===== src/rtl/note_pkg.sv =====
// -----------------------------------------------------------------------------
// note_pkg
// Shared definitions for the note tone player:
//   - note_code field slice positions (pitch / octave / length)
//   - FSM state encodings (legacy-compatible localparam constants)
//   - HALF_TABLE: half-period in clk cycles at 50 MHz for C4..B4, indexed by
//     pitch code (0 and 13..15 are rests and hold 0)
//   - helpers to classify rests and to compute a clamped half-period
// -----------------------------------------------------------------------------
package note_pkg;

  // note_code field slices
  localparam int PITCH_MSB = 7;
  localparam int PITCH_LSB = 4;
  localparam int OCT_MSB   = 3;
  localparam int OCT_LSB   = 2;
  localparam int LEN_MSB   = 1;
  localparam int LEN_LSB   = 0;

  // FSM state encodings
  localparam logic [1:0] ST_IDLE = 2'd0;
  localparam logic [1:0] ST_PLAY = 2'd1;
  localparam logic [1:0] ST_GAP  = 2'd2;

  // Half-period in clk cycles for each pitch code at octave 0.
  localparam logic [16:0] HALF_TABLE [0:15] = '{
    17'd0,
    17'd95556, 17'd90193, 17'd85131, 17'd80354,
    17'd75843, 17'd71586, 17'd67568, 17'd63776,
    17'd60197, 17'd56818, 17'd53629, 17'd50619,
    17'd0,     17'd0,     17'd0
  };

  // Pitch codes outside 1..12 are silent.
  function automatic logic is_rest(input logic [3:0] pitch);
    return (pitch == 4'd0) || (pitch > 4'd12);
  endfunction

  // Table lookup shifted by octave plus global shift; never below 2 so the
  // half-period counter always has a non-degenerate reload value.
  function automatic logic [16:0] half_period(input logic [3:0] pitch,
                                              input logic [1:0] oct,
                                              input int unsigned shift);
    logic [16:0] raw;
    raw = HALF_TABLE[pitch] >> (32'(oct) + shift);
    if (raw < 17'd2) begin
      return 17'd2;
    end else begin
      return raw;
    end
  endfunction

endpackage


===== src/rtl/note_fifo.sv =====
// -----------------------------------------------------------------------------
// note_fifo
// Synchronous first-word-fall-through FIFO, DEPTH entries (power of 2, >= 2).
// Ports:
//   clk, rst_n      clock, asynchronous active-low reset (flushes contents)
//   push, din       write request and data; ignored while full
//   pop             read request; ignored while empty
//   dout            head entry (valid while !empty)
//   full, empty     status flags
//   count           current number of stored entries
// -----------------------------------------------------------------------------
module note_fifo #(
  parameter int DEPTH = 4,
  parameter int WIDTH = 8
) (
  input  logic                       clk,
  input  logic                       rst_n,
  input  logic                       push,
  input  logic [WIDTH-1:0]           din,
  input  logic                       pop,
  output logic [WIDTH-1:0]           dout,
  output logic                       full,
  output logic                       empty,
  output logic [$clog2(DEPTH):0]     count
);

  localparam int AW = $clog2(DEPTH);
  localparam int CW = AW + 1;

  logic [WIDTH-1:0] mem_r [DEPTH];
  logic [AW-1:0]    wr_ptr_r;
  logic [AW-1:0]    rd_ptr_r;
  logic [CW-1:0]    count_r;
  logic             push_ok_s;
  logic             pop_ok_s;

  assign full      = (count_r == CW'(DEPTH));
  assign empty     = (count_r == {CW{1'b0}});
  assign count     = count_r;
  assign dout      = mem_r[rd_ptr_r];
  assign push_ok_s = push && !full;
  assign pop_ok_s  = pop && !empty;

  // Pointer and occupancy bookkeeping; pointers wrap naturally at DEPTH.
  always_ff @(posedge clk or negedge rst_n) begin
    if (!rst_n) begin
      wr_ptr_r <= {AW{1'b0}};
      rd_ptr_r <= {AW{1'b0}};
      count_r  <= {CW{1'b0}};
    end else begin
      if (push_ok_s) begin
        wr_ptr_r <= wr_ptr_r + AW'(1);
      end
      if (pop_ok_s) begin
        rd_ptr_r <= rd_ptr_r + AW'(1);
      end
      if (push_ok_s && !pop_ok_s) begin
        count_r <= count_r + CW'(1);
      end else if (pop_ok_s && !push_ok_s) begin
        count_r <= count_r - CW'(1);
      end
    end
  end

  // Storage array; cleared on reset so stale codes never reach the output.
  always_ff @(posedge clk or negedge rst_n) begin
    if (!rst_n) begin
      for (int i = 0; i < DEPTH; i++) begin
        mem_r[i] <= {WIDTH{1'b0}};
      end
    end else if (push_ok_s) begin
      mem_r[wr_ptr_r] <= din;
    end
  end

endmodule


===== src/rtl/note_tone_player.sv =====
// -----------------------------------------------------------------------------
// note_tone_player
// Accepts 8-bit note codes over valid/ready into a small FIFO and plays each
// one as a square wave on `tone` for beat_len * 2^len cycles, followed by a
// GAP_CYCLES silent articulation gap.
// note_code: [7:4] pitch (0, 13..15 rest; 1..12 C..B), [3:2] octave up,
//            [1:0] length code (1, 2, 4, 8 beats).
// Ports:
//   clk, rst_n   clock, asynchronous active-low reset (silences, flushes FIFO)
//   note_valid   source presents note_code
//   note_code    note to enqueue
//   note_ready   FIFO not full (combinational from FIFO count)
//   speed        tempo: beat_len = BEAT_CYCLES >> speed, sampled at note start
//   pause        (only with NOTE_PAUSE_EN) freezes playback, forces tone low
//   tone         square-wave buzzer output
//   busy         playing, in the gap, or FIFO non-empty
//   cur_note     code currently sounding; 0 when idle
// Build option: define NOTE_PAUSE_EN to add the `pause` input.
// -----------------------------------------------------------------------------
module note_tone_player
  import note_pkg::*;
#(
  parameter int DEPTH       = 4,
  parameter int BEAT_CYCLES = 12_500_000,
  parameter int GAP_CYCLES  = 500_000,
  parameter int TABLE_SHIFT = 0
) (
  input  logic       clk,
  input  logic       rst_n,
  input  logic       note_valid,
  input  logic [7:0] note_code,
  output logic       note_ready,
  input  logic [2:0] speed,
`ifdef NOTE_PAUSE_EN
  input  logic       pause,
`endif
  output logic       tone,
  output logic       busy,
  output logic [7:0] cur_note
);

  localparam int DUR_W    = $clog2(BEAT_CYCLES * 8) + 1;
  localparam int GAP_LOAD = (GAP_CYCLES < 1) ? 1 : GAP_CYCLES;
  localparam int GAP_W    = $clog2(GAP_LOAD + 1);
  localparam int CNT_W    = $clog2(DEPTH) + 1;

  // FIFO interface
  logic             push_s;
  logic             pop_s;
  logic [7:0]       head_s;
  logic             fifo_full_s;
  logic             fifo_empty_s;
  logic [CNT_W-1:0] fifo_count_s;
  logic [CNT_W-1:0] count_nxt_s;

  // Playback state
  logic [1:0]       state_r;
  logic [1:0]       state_nxt_s;
  logic [DUR_W-1:0] dur_cnt_r;
  logic [DUR_W-1:0] dur_nxt_s;
  logic [16:0]      half_cnt_r;
  logic [16:0]      half_nxt_s;
  logic [16:0]      half_load_r;
  logic [16:0]      half_load_nxt_s;
  logic [GAP_W-1:0] gap_cnt_r;
  logic [GAP_W-1:0] gap_nxt_s;
  logic             rest_r;
  logic             rest_nxt_s;
  logic             tone_r;
  logic             tone_nxt_s;
  logic [7:0]       cur_note_r;
  logic [7:0]       cur_nxt_s;
  logic             busy_r;
  logic             start_s;
  logic             pause_s;

  // Note-start load values derived from the FIFO head and current speed
  logic [DUR_W-1:0] beat_raw_s;
  logic [DUR_W-1:0] beat_len_s;
  logic [DUR_W-1:0] dur_load_s;
  logic [16:0]      half_load_s;

`ifdef NOTE_PAUSE_EN
  assign pause_s = pause;
`else
  assign pause_s = 1'b0;
`endif

  assign note_ready = !fifo_full_s;
  assign push_s     = note_valid && note_ready;
  assign tone       = tone_r;
  assign busy       = busy_r;
  assign cur_note   = cur_note_r;

  note_fifo #(
    .DEPTH (DEPTH),
    .WIDTH (8)
  ) u_fifo (
    .clk   (clk),
    .rst_n (rst_n),
    .push  (push_s),
    .din   (note_code),
    .pop   (pop_s),
    .dout  (head_s),
    .full  (fifo_full_s),
    .empty (fifo_empty_s),
    .count (fifo_count_s)
  );

  // Duration and half-period for the note at the FIFO head.
  always_comb begin
    beat_raw_s  = DUR_W'(BEAT_CYCLES) >> speed;
    beat_len_s  = (beat_raw_s == {DUR_W{1'b0}}) ? DUR_W'(1) : beat_raw_s;
    dur_load_s  = beat_len_s << head_s[LEN_MSB:LEN_LSB];
    half_load_s = half_period(head_s[PITCH_MSB:PITCH_LSB],
                              head_s[OCT_MSB:OCT_LSB],
                              TABLE_SHIFT);
  end

  // Playback FSM: IDLE -> PLAY -> GAP -> (PLAY | IDLE).
  always_comb begin
    state_nxt_s     = state_r;
    dur_nxt_s       = dur_cnt_r;
    half_nxt_s      = half_cnt_r;
    half_load_nxt_s = half_load_r;
    gap_nxt_s       = gap_cnt_r;
    rest_nxt_s      = rest_r;
    tone_nxt_s      = tone_r;
    cur_nxt_s       = cur_note_r;
    start_s         = 1'b0;
    pop_s           = 1'b0;

    case (state_r)
      ST_IDLE: begin
        tone_nxt_s = 1'b0;
        if (!fifo_empty_s && !pause_s) begin
          start_s = 1'b1;
        end else begin
          start_s = 1'b0;
        end
      end

      ST_PLAY: begin
        if (pause_s) begin
          // Counters hold; the tone restarts low when pause releases.
          tone_nxt_s = 1'b0;
        end else if (dur_cnt_r == DUR_W'(1)) begin
          state_nxt_s = ST_GAP;
          tone_nxt_s  = 1'b0;
          gap_nxt_s   = GAP_W'(GAP_LOAD);
        end else begin
          dur_nxt_s = dur_cnt_r - DUR_W'(1);
          if (half_cnt_r == 17'd1) begin
            half_nxt_s = half_load_r;
            tone_nxt_s = rest_r ? 1'b0 : !tone_r;
          end else begin
            half_nxt_s = half_cnt_r - 17'd1;
          end
        end
      end

      ST_GAP: begin
        tone_nxt_s = 1'b0;
        if (pause_s) begin
          gap_nxt_s = gap_cnt_r;
        end else if (gap_cnt_r == GAP_W'(1)) begin
          if (!fifo_empty_s) begin
            start_s = 1'b1;
          end else begin
            state_nxt_s = ST_IDLE;
            cur_nxt_s   = 8'h00;
          end
        end else begin
          gap_nxt_s = gap_cnt_r - GAP_W'(1);
        end
      end

      default: begin
        state_nxt_s = ST_IDLE;
        tone_nxt_s  = 1'b0;
        cur_nxt_s   = 8'h00;
      end
    endcase

    // Note start shared by IDLE and back-to-back GAP exit.
    if (start_s) begin
      pop_s           = 1'b1;
      state_nxt_s     = ST_PLAY;
      cur_nxt_s       = head_s;
      dur_nxt_s       = dur_load_s;
      half_nxt_s      = half_load_s;
      half_load_nxt_s = half_load_s;
      rest_nxt_s      = is_rest(head_s[PITCH_MSB:PITCH_LSB]);
      tone_nxt_s      = 1'b0;
    end else begin
      pop_s = 1'b0;
    end
  end

  // Next FIFO occupancy, so busy can be registered without a cycle of lag.
  always_comb begin
    count_nxt_s = fifo_count_s + CNT_W'(push_s) - CNT_W'(pop_s);
  end

  // Playback registers and registered outputs.
  always_ff @(posedge clk or negedge rst_n) begin
    if (!rst_n) begin
      state_r     <= ST_IDLE;
      dur_cnt_r   <= {DUR_W{1'b0}};
      half_cnt_r  <= 17'd0;
      half_load_r <= 17'd0;
      gap_cnt_r   <= {GAP_W{1'b0}};
      rest_r      <= 1'b0;
      tone_r      <= 1'b0;
      cur_note_r  <= 8'h00;
      busy_r      <= 1'b0;
    end else begin
      state_r     <= state_nxt_s;
      dur_cnt_r   <= dur_nxt_s;
      half_cnt_r  <= half_nxt_s;
      half_load_r <= half_load_nxt_s;
      gap_cnt_r   <= gap_nxt_s;
      rest_r      <= rest_nxt_s;
      tone_r      <= tone_nxt_s;
      cur_note_r  <= cur_nxt_s;
      busy_r      <= (state_nxt_s != ST_IDLE) || (count_nxt_s != {CNT_W{1'b0}});
    end
  end

endmodule


===== config.mk =====
export PLATFORM = sky130hd
export DESIGN_NAME = note_tone_player
export DESIGN_NICKNAME = d
export VERILOG_FILES = /design/src/rtl/note_pkg.sv /design/src/rtl/note_fifo.sv /design/src/rtl/note_tone_player.sv
export SDC_FILE = /design/constraint.sdc
export NUM_CORES = 1
export LEC_CHECK = 0
export ABC_AREA = 1
export CAP_MARGIN = 10
export CORE_MARGIN = 4
export CORE_UTILIZATION = 55
export DETAILED_ROUTE_END_ITERATION = 16
export PLACE_DENSITY = 0.72
export SLEW_MARGIN = 0
export SYNTH_ARGS = -nofsm -noshare
export SYNTH_HDL_FRONTEND = slang
export SYNTH_HIERARCHICAL = 1
export SYNTH_SLANG_ARGS = --single-unit

===== constraint.sdc =====
create_clock -name clk -period 2.7 [get_ports clk]
set_input_delay 0.27 -clock clk [delete_from_list [all_inputs] [get_ports clk]]
set_output_delay 0.27 -clock clk [all_outputs]
set_load 0.01 [all_outputs]

==> After elaboration in Yosys (flattened, before gate mapping) <==
Memory sizes are Yosys's and may differ from the RTL's.
Index checks and enable logic that the tools add are counted.
{ "totals": {"reg_bits": 133, "latch_bits": 0, "ram_bits": 0, "rom_bits": 272, "input_bits": 14, "out_inout_bits": 11, "elab_cells": 117, "memories": 1} }
{ "memory_table": {"columns": ["memory", "depth", "width", "read_ports", "rd_clocked_by_memory_dff", "write_ports", "line", "rtl"], "rows": [
  ["(name not given)", 16, 17, 1, 0, 0, "note_pkg.sv:45", "raw = HALF_TABLE[pitch] >> (32'(oct) + shift);"]
]} }
{ "classes": {"n_addsub": 9, "n_mul": 0, "div": 0, "order_cmp": 6, "n_eq_ne": 13, "shift": 3, "muxes": 40, "bitwise_logic": 3, "reduce_logical": 26} }
{ "op_table": {"columns": ["cell", "n"], "rows": [
  ["$mux 17", 7],
  ["$mux 28", 4],
  ["$mux 8", 6],
  ["$mux 19", 2],
  ["$pmux 19 s2", 1],
  ["$bwmux 32", 1],
  ["$eq 28x1->1 const B", 1],
  ["$logic_not 28->1", 1],
  ["$shl 28x2->28", 1],
  ["$shr 24x3->28 const A", 1],
  ["$sub 28x1->28 const B", 1],
  ["$eq 19x1->1 const B", 1],
  ["$sub 19x1->19 const B", 1],
  ["$eq 17x1->1 const B", 1],
  ["$lt 17x2->1 const B", 1],
  ["$shr 17x2->17", 1],
  ["$sub 17x1->17 const B", 1],
  ["$bmux 8 s2", 1],
  ["$demux 8 s2", 1],
  ["$pmux 8 s2", 1],
  ["$mux 1", 8],
  ["$mux 2", 4],
  ["$reduce_bool 2->1", 4],
  ["$ge 3x3->1 const B", 2],
  ["30 further kinds", 47]
]} }

==> Depth between registers and ports, before layout <==
{ "depth": {"word_depth": 12, "depth_mapped": 21, "depth_no_buf": 20} }

==> By module <==
The synthesis kept the hierarchy.
{ "by_module_without_submodules": {"columns": ["mod", "instances", "cells_per_inst", "area_per_inst_um2", "seq_area_each_um2"], "rows": [
  ["note_tone_player", 1, 1017, 6807.8, 2352.3],
  ["note_fifo", 1, 250, 2023.2, 975.9]
]} }

==> Worst setup path after synthesis <==
Ideal clock, no wire load.
{ "synth_path": {"path_kind": "register to register", "from": "reg u_fifo.rd_ptr_r[1]", "to": "reg half_cnt_r[1]", "setup_time_ns": 0.077, "arrival_ns": 2.580, "t_required_ns": 2.623, "slack_ns": 0.043, "path_stages_with_launch": 20, "path_buffers": 1, "period_less_slack_ns": 2.657, "cell_sequence": "dfrtp_1 > inv_2 > buf_2 > o21ai_0 > o21ai_0 > inv_1 > ha_1 > inv_1 > nand2_1 > nand2_1 > nand2_1 > o21ai_0 > nor2_1 > nor2b_1 > nand3_1 > nor2_1 > nand2_1 > nand2_1 > nand2_1 > a21oi_1"} }
{ "synth_between": {"elab_chain_len": 12} }
{ "synth_rtl": {"columns": ["item", "line", "rtl"], "rows": [
  ["from (decl)", "note_fifo.sv:32", "logic [AW-1:0] rd_ptr_r;"],
  ["from (signal assigned)", "note_fifo.sv:48", "rd_ptr_r <= {AW{1'b0}};"],
  ["from (signal assigned)", "note_fifo.sv:55", "rd_ptr_r <= rd_ptr_r + AW'(1);"],
  ["$not 2->3 (implied by the code) *", "note_fifo.sv:40", "assign dout = mem_r[rd_ptr_r];"],
  ["$bmux 8 s2 *", "note_fifo.sv:40", null],
  ["$mux 8 (implied by the code) * (2 in series)", "note_fifo.sv:40", null],
  ["net head_s[5]", "note_tone_player.sv:50", "logic [7:0] head_s;"],
  ["$not 4->5 (implied by the code) *", "note_pkg.sv:45", null],
  ["$mem_v2 16x17 *", null, null],
  ["$mux 17 (implied by the code) * (2 in series)", "note_pkg.sv:45", null],
  ["$shr 17x2->17 *", "note_pkg.sv:45", null],
  ["$lt 17x2->1", "note_pkg.sv:46", "if (raw < 17'd2) begin"],
  ["$mux 17 *", "note_pkg.sv:46", null],
  ["$mux 17 *", "note_tone_player.sv:186", "if (start_s) begin"],
  ["to (signal assigned)", "note_tone_player.sv:220", "half_cnt_r <= half_nxt_s;"],
  ["to (decl)", "note_tone_player.sv:61", "logic [16:0] half_cnt_r;"]
]} }
The timed path passes the listed nets; every way through them passes the cells marked *. The select of a mux whose other input is x is not followed.
A chain may end at the register's enable or synchronous reset.

==> Final worst setup path <==
{ "layout_path": {"from": "reg gap_cnt_r[10]", "to": "reg busy_r, in the netlist busy"} }
{ "layout_between": {"elab_chain_len": 7, "word_cells_on_any_way": 11, "cone_classes": "add/sub (1); eq/ne (1); mux (6); reduce/logical (3)"} }
{ "layout_rtl": {"columns": ["item", "line", "rtl"], "rows": [
  ["from (decl)", "note_tone_player.sv:65", "logic [GAP_W-1:0] gap_cnt_r;"],
  ["from (signal assigned)", "note_tone_player.sv:212", "gap_cnt_r <= {GAP_W{1'b0}};"],
  ["from (signal assigned)", "note_tone_player.sv:222", "gap_cnt_r <= gap_nxt_s;"],
  ["$eq 19x1->1 *", "note_tone_player.sv:166", "end else if (gap_cnt_r == GAP_W'(1)) begin"],
  ["$mux 1", "note_tone_player.sv:166", null],
  ["$pmux 1 s2", "note_tone_player.sv:133", "case (state_r)"],
  ["$mux 1", "note_tone_player.sv:186", null],
  ["$sub 3x1->3", "note_tone_player.sv:202", "count_nxt_s = fifo_count_s + CNT_W'(push_s) - CNT_W'(pop_s);"],
  ["$reduce_bool 3->1", "note_tone_player.sv:226", "busy_r <= (state_nxt_s != ST_IDLE) || (count_nxt_s != {CNT_W{1'b0}});"],
  ["$logic_or 1x1->1 *", "note_tone_player.sv:226", null],
  ["to (signal assigned)", "note_tone_player.sv:226", null],
  ["to (decl)", "note_tone_player.sv:73", "logic busy_r;"]
]} }
Mark *: on every way between the ends. The rest lies on a longest branch, timed or not.

==> flow_summary_export.csv <==
group,metric,value,unit
yosys,ys_warn_count,6,
pwr,p_leak,5.05,nW
placement,place.gp.congestion,0.881,
die,dieArea,18100,µm²
placement,dp.cells,1492,
timing,slew_headroom,0.614,
worst_setup_path,critPathLaunchType,"register",
cts,cts_max_level,4,
route,drtIter0Drc,655,
yosys,yosys.area.top_type,"dfrtp_1",
worst_setup_path,required,2.99,ns
global_routing,overflow,0,
route,ant_nets,0,
cts,clkSinkCount,133,
timing,fmax,392,MHz
hold_path,hold_path_class,"in -> async",
route,drcViolationCount,0,
final_layout,stdcell_count,1533,
worst_setup_path,worstPathMaxFanout,5,
pwr,ir_drop,535,µV
global_routing,antenna_found_initial,0,
cts,numCtsBuffers,17,
yosys,synth_edf_count,0,
cts,clk_path_buf_depth,2,
die,die_height,135,µm
global_routing,grt_pass1_vias,7725,
timing,worstMarginPinSlew,0.579,ns
yosys,yosysSeqAreaShare,0.377,
worst_setup_path,path_buf_inv,0,
yosys,synth_seq_cells,133,
worst_setup_path,crit_slowest_cell,"fa_1",
placement,portBuffers,24,
cts,clockRootBuffer,"clkbuf_16",
pwr,power_density,825,nW/µm²
timing,hold_viol,0,
timing,fin_tns_setup,0,ns
timing,min_period_over_period,0.946,
final_layout,final_cell_area,10200,µm²
cts,clock_latency,0.43,ns
yosys,synthesis.nets,1300,
flow_run,cap_violations,0,
placement,place_area,9360,µm²
final_layout,drive_above_1_share,0.134,
timing,fin_crit,2.55,ns
route,viasPerCell,5.57,
yosys,syn_inst,1267,
cts,clk_pin_slew,0.06,ns
route,finalWirelength,22600,µm
route,firstDrtPassIters,5,
final_layout,fin_util,0.646,
worst_setup_path,critPathMaxStageDelay,0.43,ns
route,wire_per_inst,14.8,µm
worst_setup_path,path_cells,"nor2_1 -> nand2_1 -> nor2_2 -> nand4_1 -> nand2_2 -> nand2_4 -> or2_1 -> nand2_1 -> ha_1 -> fa_1 -> nor3_2 -> nand4_1",
global_routing,grt_util_all_layers,0.254,
cts,cts_tree,"done",
die,core_area,15800,µm²
route,route.vias.total,8537,
yosys,synth_area_leaders,"dfrtp_1 (38%), nand2_1 (15%), nor2_1 (5.9%)",
placement,hpwl,15800,µm
die,start_util,0.558,
final_layout,nets,1337,
timing,fin_skew,0.0158,ns
timing,whs,0.391,ns
yosys,synthFlopType,"dfrtp_1",
die,die_x,135,µm
final_layout,area_growth,15.8,%
yosys,synth.avg_cell_area,6.97,µm²
worst_setup_path,endpoint_kind,"register",
timing,fin_ws,0.146,ns
pwr,total_power,8.44,mW
die,rows,46,
yosys,postSynth.asyncResetShare,1.00,
outcome,status,"complete, no violations",
timing,finalSetupViolCount,0,
yosys,synth_top_area_share,0.377,
worst_setup_path,cp_data_arrival_time,2.85,ns
timing,report.final.slew_viol_count,0,
worst_setup_path,cp_top_family,"simple AND/OR/NAND/NOR gates",
worst_setup_path,path_class,"reg -> reg",
timing,rsz0062_at_grt,"true",
yosys,synth_cell_types,47,
final_layout,diodes,0,
placement,pre_cts_slack,0.0428,ns
global_routing,grt_max_degree,59,
global_routing,grt_pass1_wl,37800,µm
die,ios,25,
yosys,netlist_area,8830,µm²
## sequential cells by signal (all words and copies together), names as in the netlist, 3 cells and up
| signal | flops |
|---|---|
| half_cnt_r | 17 |
| u_fifo/count | 3 |
| gap_cnt_r | 19 |
| half_load_r | 17 |
| u_fifo/mem_r | 32 |
| dur_cnt_r | 28 |
| cur_note | 8 |
## worst paths after layout
kind	start	endpoint	slack, ns	cells past startpoint
worst max-delay path	gap_cnt_r[10]$_DFFE_PN0P_	busy$_DFF_PN0_	0.15	12
worst min-delay path	rst_n	dur_cnt_r[22]$_DFFE_PN0P_	0.39	2
worst max register to register	gap_cnt_r[10]$_DFFE_PN0P_	busy$_DFF_PN0_	0.15	12
worst min register to register	u_fifo/mem_r[17]$_DFFE_PN0P_	u_fifo/mem_r[17]$_DFFE_PN0P_	0.47	2
max in group asynchronous	rst_n	gap_cnt_r[12]$_DFFE_PN0P_	1.56	3
min in group clk	u_fifo/mem_r[17]$_DFFE_PN0P_	u_fifo/mem_r[17]$_DFFE_PN0P_	0.47	2
## placed cells by master (no fill, tap or decap), types with 22 or more instances in the layout
cell	synthesis	final
nand2_2	5	23
nand4_1	46	46
nand2_1	359	337
o21ai_0	87	79
dfrtp_1	133	132
nand3_1	101	88
inv_1	109	106
a21oi_1	28	27
buf_4	5	45
o21ai_1	16	22
nor3_1	26	25
nor2_1	139	134
clkdlybuf4s50_1	0	23
## Yosys cell counts, types with 17 or more instances
library cell,n
nand2_1,359
inv_1,109
nor3_1,26
nand4_1,46
nand3_1,101
a21oi_1,28
o21ai_0,87
xor2_1,17
nor2_1,139
ha_1,17
dfrtp_1,133
buf_2,32
## cells by family after synthesis
family,after synthesis,share of synthesized area
AOI/OAI and AO/OA,195,0.127
adders and majority gates,19,0.0286
buffers and inverters,179,0.0878
xor gates and xnor gates,25,0.0248
muxes,1,0.00113
and+or+nand+nor,715,0.354
DFF,133,0.377
## where the power goes
group	leakage (nW)	switching (mW)	internal, mW
Sequential	1.72	0.288	2.34
Clock	0.278	0.999	1.24
Combinational	3.06	2.28	1.29
Total	5.05	3.57	4.87
## routing by layer
| metal | vias to the layer above | global-route usage | wire length [µm] |
|---|---|---|---|
| met5 | - | 0 | 0 |
| met4 | 0 | 0.0684 | 328 |
| met3 | 27 | 0.0488 | 1010 |
| met2 | 230 | 0.405 | 10700 |
| met1 | 4011 | 0.356 | 10600 |
| li1 | 4269 | - | - |
## area by class of cell
type,count,area [µm²]
clock buffer,18,439
clock inverter,14,131
sequential,133,3330
inverter,123,472
tap,216,270
multi-input combinational,955,4930
fill,1399,5600
timing repair buffer,74,652
## timing repair
action | CTS | global route
endpoints found under the hold margin | 55 | 0
pin swaps | 0 | 14
endpoints found under the setup margin | 4 | 20
hold buffers | 1 | 0
cloned | 0 | 0
resized for setup | 1 | 71
buffers inserted | 1 | 7
No activity file was read; power rests on OpenSTA's default activity.
